==> config.mk <==
export PLATFORM = sky130hd
export DESIGN_NAME = oam_dma
export DESIGN_NICKNAME = d
export VERILOG_FILES = /design/src/rtl/oam_dma.sv
export SDC_FILE = /design/constraint.sdc
export NUM_CORES = 1
export LEC_CHECK = 0
export CAP_MARGIN = 20
export CORE_MARGIN = 1
export CORE_UTILIZATION = 38
export DETAILED_ROUTE_END_ITERATION = 6
export MAX_ROUTING_LAYER = met4
export PLACE_DENSITY = 0.84
export SLEW_MARGIN = 20
export SYNTH_ARGS = -nofsm -noshare
export SYNTH_HDL_FRONTEND = slang
export SYNTH_SLANG_ARGS = --single-unit
==> constraint.sdc <==
create_clock -name clk -period 1.4 [get_ports clk]
set_input_delay 0.28 -clock clk [delete_from_list [all_inputs] [get_ports clk]]
set_output_delay 0.28 -clock clk [all_outputs]
set_load 0.05 [all_outputs]
==> src/rtl/oam_dma.sv <==
// NES sprite DMA bus master: a CPU write to the trigger register copies one 256-byte
// CPU page into sprite RAM through the OAM data port, stalling the CPU meanwhile.
module oam_dma #(
   parameter logic [15:0] DMA_REG_ADDR  = 16'h4014,
   parameter logic [15:0] OAM_DATA_ADDR = 16'h2004
) (
   input  logic        clk,
   input  logic        rst,
   input  logic [15:0] cpu_addr,
   input  logic [7:0]  cpu_wdata,
   input  logic        cpu_write_en,
   input  logic        cpu_read_en,
   output logic [7:0]  cpu_rdata,
   output logic        cpu_stall,
   output logic [15:0] bus_addr,
   output logic [7:0]  bus_wdata,
   output logic        bus_write_en,
   output logic        bus_read_en,
   input  logic [7:0]  bus_rdata,
   output logic        dma_busy
);

   typedef enum logic [2:0] {
      S_IDLE,
      S_HALT,
      S_ALIGN,
      S_READ,
      S_WRITE
   } state_t;

   state_t     r_state;
   logic [7:0] r_page;
   logic [7:0] r_idx;
   logic [7:0] r_byte_q;
   logic       r_parity;

   logic       w_active;
   logic       w_trigger;

   assign w_active  = (r_state != S_IDLE);
   assign w_trigger = (r_state == S_IDLE) && cpu_write_en && (cpu_addr == DMA_REG_ADDR);

   // Parity is a free-running CPU cycle phase; it decides whether an alignment cycle is needed.
   always_ff @(posedge clk or negedge rst) begin
      if (!rst) begin
         r_state  <= S_IDLE;
         r_page   <= 8'h00;
         r_idx    <= 8'h00;
         r_byte_q <= 8'h00;
         r_parity <= 1'b0;
      end else begin
         r_parity <= ~r_parity;
         case (r_state)
            S_IDLE: begin
               if (w_trigger) begin
                  r_page  <= cpu_wdata;
                  r_idx   <= 8'h00;
                  r_state <= S_HALT;
               end
            end
            S_HALT: begin
               r_state <= r_parity ? S_ALIGN : S_READ;
            end
            S_ALIGN: begin
               r_state <= S_READ;
            end
            S_READ: begin
               r_byte_q <= bus_rdata;
               r_state  <= S_WRITE;
            end
            S_WRITE: begin
               r_idx   <= r_idx + 8'd1;
               r_state <= (r_idx == 8'hFF) ? S_IDLE : S_READ;
            end
            default: begin
               r_state <= S_IDLE;
            end
         endcase
      end
   end

   // The bus mux must stay combinational so idle CPU accesses reach the decoder in the same cycle.
   always_comb begin
      bus_addr     = cpu_addr;
      bus_wdata    = cpu_wdata;
      bus_write_en = cpu_write_en;
      bus_read_en  = cpu_read_en;
      case (r_state)
         S_IDLE: begin
            bus_addr     = cpu_addr;
            bus_wdata    = cpu_wdata;
            bus_write_en = cpu_write_en;
            bus_read_en  = cpu_read_en;
         end
         S_HALT, S_ALIGN: begin
            bus_addr     = cpu_addr;
            bus_wdata    = r_byte_q;
            bus_write_en = 1'b0;
            bus_read_en  = 1'b0;
         end
         S_READ: begin
            bus_addr     = {r_page, r_idx};
            bus_wdata    = r_byte_q;
            bus_write_en = 1'b0;
            bus_read_en  = 1'b1;
         end
         S_WRITE: begin
            bus_addr     = OAM_DATA_ADDR;
            bus_wdata    = r_byte_q;
            bus_write_en = 1'b1;
            bus_read_en  = 1'b0;
         end
         default: begin
            bus_write_en = 1'b0;
            bus_read_en  = 1'b0;
         end
      endcase
   end

   assign cpu_rdata = bus_rdata;
   assign cpu_stall = w_active;
   assign dma_busy  = w_active;

endmodule

==> impl_metrics.ini <==
[outcome]
status = finished, violations left
violations_in_the_final_reports = negative setup slack

[logic_synthesis]
syn_inst = 147
mappedNetlistNets = 184
combined_area_of_all_synthesized_cells_mm2 = 0.001684
netlist_top_cells_area = dfrtp_1, mux2_2, a22o_1, buf_4, mux2_4
post_synth_fa_ha_maj_area_fraction = 0.007429
seq_area_frac_synth = 0.4160
synth_warnings = 0
synth.ff_latch_count = 28
synth_area_per_cell_um2 = 11.46
yosys.area_share.simple = 0.1508
parity_gate_share_of_the_synthesized_area_counting_xor_and_xnor_cells = 0.03046
synth.distinct_cells = 41
synth_top_family_by_area = multiplexers
synth_edf_count = 0
synth_top_area_frac = 0.4160
asyncSetResetFlopFracSynth = 1.000
netlist.top_cell.by_area = dfrtp_1
synth_flop_cell = dfrtp_1
synth.area.mux_share = 0.1872
synth_compound_gate_area_share = 0.1226

[timing]
clock-skew-final_ns = 0.003075
timing.final.ws_setup_ns = -0.6378
max_clock_freq_ghz = 0.4907
timing.slew.headroom = 0.7153
finalHoldViolations = 0
final.min_clock_period_ns = 2.038
period_share = 1.456
setup-violations-final = 54
tightest_slew_ns = 0.4235
final-max-slew-violation-count = 0
rsz0062_at_grt = true

[cells_and_area]
number_of_antenna_cells_inserted = 0
final.fill_count = 181
final_cells = 320
syn_to_final_growth_pct = 109.1
drive_gt1_frac = 0.6407
register_area_um2 = 703.2
nets = 308
multi_input_area_mm2 = 0.001174

[power_and_ir_drop]
power-per-cell-area_mw_per_mm2 = 2531
leakage_nw = 1.620
power.total_mw = 8.916
ir_worst_vdd_mv = 1.579

[clock_tree]
cts-buffers-inserted = 3
tritoncts_clock_tree = done
clk-insertion-delay-late_ns = 0.29
cts.reportedPaths.clkPinSlew_ns = 0.11
h-tree-depth = 1
cts_sinks = 28
largest_buffer_count_on_any_clock_path = 2
clockRootBuffer = clkbuf_8

[critical_path]
critical-path-top-delay-family = flip-flops
worstSetupEndpointType = primary output
worstSetupPathType = reg2out
cp_data_arrival_time_ns = 1.76
worst_ep_required_time_ns = 1.12
critPathSlowestCell = dfrtp_2
highest_net_fanout_along_the_worst_path = 8
crit_path_max_incr_delay_ns = 0.48
critical_path.cell_chain = nor2_4 -> xnor2_4 -> buf_12 -> mux2_4 -> buf_6
worst_setup_path_start_kind = flip-flop
critical_path_buf_inv_count = 2

[floorplan]
die_x_um = 68.57
die_h_um = 68.57
ios = 72
initial_core_util = 0.4092
row_count = 23
floorplan.die_area_mm2 = 0.004702
coreArea_mm2 = 0.004115

[global_route]
grt_overflow_total = 0
groute.usage.overall = 0.2915
grt_antenna_before_repair = 0
grt_pass1_wl_um = 9453
first_global_vias = 1873
maximum_number_of_pins_on_one_net_before_global_route_repair = 29

[placed_design]
gp_routability_congestion = 0.8578
dp_hpwl_um = 3691
place_inst = 289
portBuffers = 71

[detailed_routing]
num_vias = 1838
totalWireLength_um = 7390
drc = 0
drt_antenna_net_count = 0
average_wire_per_cell_in_the_routed_design_um = 23.09
detailedRoute.firstIterationViolations = 163
drt_first_pass_iters = 4
vias_per_cell = 5.744

[min_path]
min_path_type = in2async

[flow_run]
drv.max_cap_violation_count = 0
==> worst reg2reg max path, cell delays in order (launching register included) <==
cell     delay [ns]
dfrtp_1        0.45
buf_6          0.16
buf_4          0.14
nor3_4         0.27
nand4_4        0.15
nor2_4         0.18
buf_6          0.15
mux2_4         0.30
==> layer usage <==
metal / up-vias / GRT usage / routed length, µm
li1: 774 / - / -
met1: 904 / 0.3268 / 2747
met2: 116 / 0.4988 / 3768
met3: 44 / 0.05428 / 519
met4: 0 / 0.1380 / 354
met5: - / - / 0
==> cell type report <==
class | count | share of cell area
inverter | 2 | 0.002131
tap | 50 | 0.01776
clock inverter | 1 | 0.008526
clock buffer | 3 | 0.01172
multi-input combinational | 101 | 0.3332
timing repair buffer | 135 | 0.4270
sequential | 28 | 0.1996
==> layout by cell type, fill, tap and decap left out, drive strengths merged <==
cell             n
o21a             1
mux2i            3
xnor2            2
nand3            3
nor3             2
or3              2
nor4             1
o31ai            1
o22ai            1
nand4            4
mux2            24
nor2            12
a21o             1
o211ai           2
dfrtp           28
o21bai           1
nand3b           1
and4             1
nor4b            1
a22o            14
ha               1
clkbuf           3
xor2             3
a31oi            1
nor2b            2
clkdlybuf4s50   35
inv              2
nor3b            2
buf            100
nand2           10
o21ai            5
bufinv           1
==> what timing repair did <==
item / in CTS / in global routing
cloned: 2 / 0
setup endpoints to repair: 54 / 54
buffers inserted: 16 / 10
hold buffers: 0 / 0
gates resized for setup: 59 / 39
pin swaps: 6 / 14
hold endpoints to repair: 0 / 0
==> registers in the layout (all words and copies together), names as in the netlist <==
signal / flops
r_page: 8
r_byte_q: 8
r_idx: 8
r_state: 3
r_parity: 1
==> synth_stat cells, types with 2 or more instances <==
cell,number
dfrtp_1,28
mux2_2,19
a22o_1,14
nand2_1,10
buf_4,9
nor2_1,8
o21ai_0,5
buf_2,4
mux2_4,4
buf_6,3
mux2i_1,3
nand3_1,3
nand4_1,3
xor2_1,3
inv_1,2
nor2_4,2
nor2b_1,2
o211ai_1,2
==> power breakdown <==
group	total, mW	internal, mW	switching [mW]	leakage (nW)
clock	0.676	0.384	0.292	0.0357
sequential	1.46	1.09	0.375	0.342
combinational	6.78	3.30	3.48	1.24
==> stage by stage <==
stage,worst slack (ns),area (µm²),setup TNS (ns),utilization,hold WS (ns)
after floorplan,-0.2150,1873,-5.766,-,-0.01559
after global placement,-0.5717,2855,-21.71,0.6938,0.4122
after detailed placement,-0.6348,2855,-23.81,0.6938,0.4202
after CTS,-0.5827,3311,-19.88,0.8045,0.3630
after global routing,-0.7034,3522,-28.30,0.8559,0.3507
final,-0.6378,3522,-25.39,0.8559,0.3398
==> cells by family after synthesis <==
logic type,Yosys count
fa+ha+maj,1
compound gates,27
xor+xnor,5
simple gates,40
buf+inv,19
flops,28
mux,27
==> path summary, 6_finish.rpt <==
check | from | to | slack [ns] | cells past startpoint
worst max-delay path | r_state[0]$_DFFE_PN0P_ | bus_wdata[6] | -0.64 | 5
worst min-delay path | rst | r_byte_q[1]$_DFFE_PN0N_ | 0.34 | 2
worst max register to register | r_state[2]$_DFFE_PN0P_ | r_page[2]$_DFFE_PN0P_ | -0.51 | 7
worst min register to register | r_parity$_DFF_PN0_ | r_parity$_DFF_PN0_ | 0.46 | 1
max in group asynchronous | rst | r_state[1]$_DFFE_PN0P_ | 0.89 | 2
min in group clk | r_parity$_DFF_PN0_ | r_parity$_DFF_PN0_ | 0.46 | 1
No activity file was read; power rests on OpenSTA's default activity.
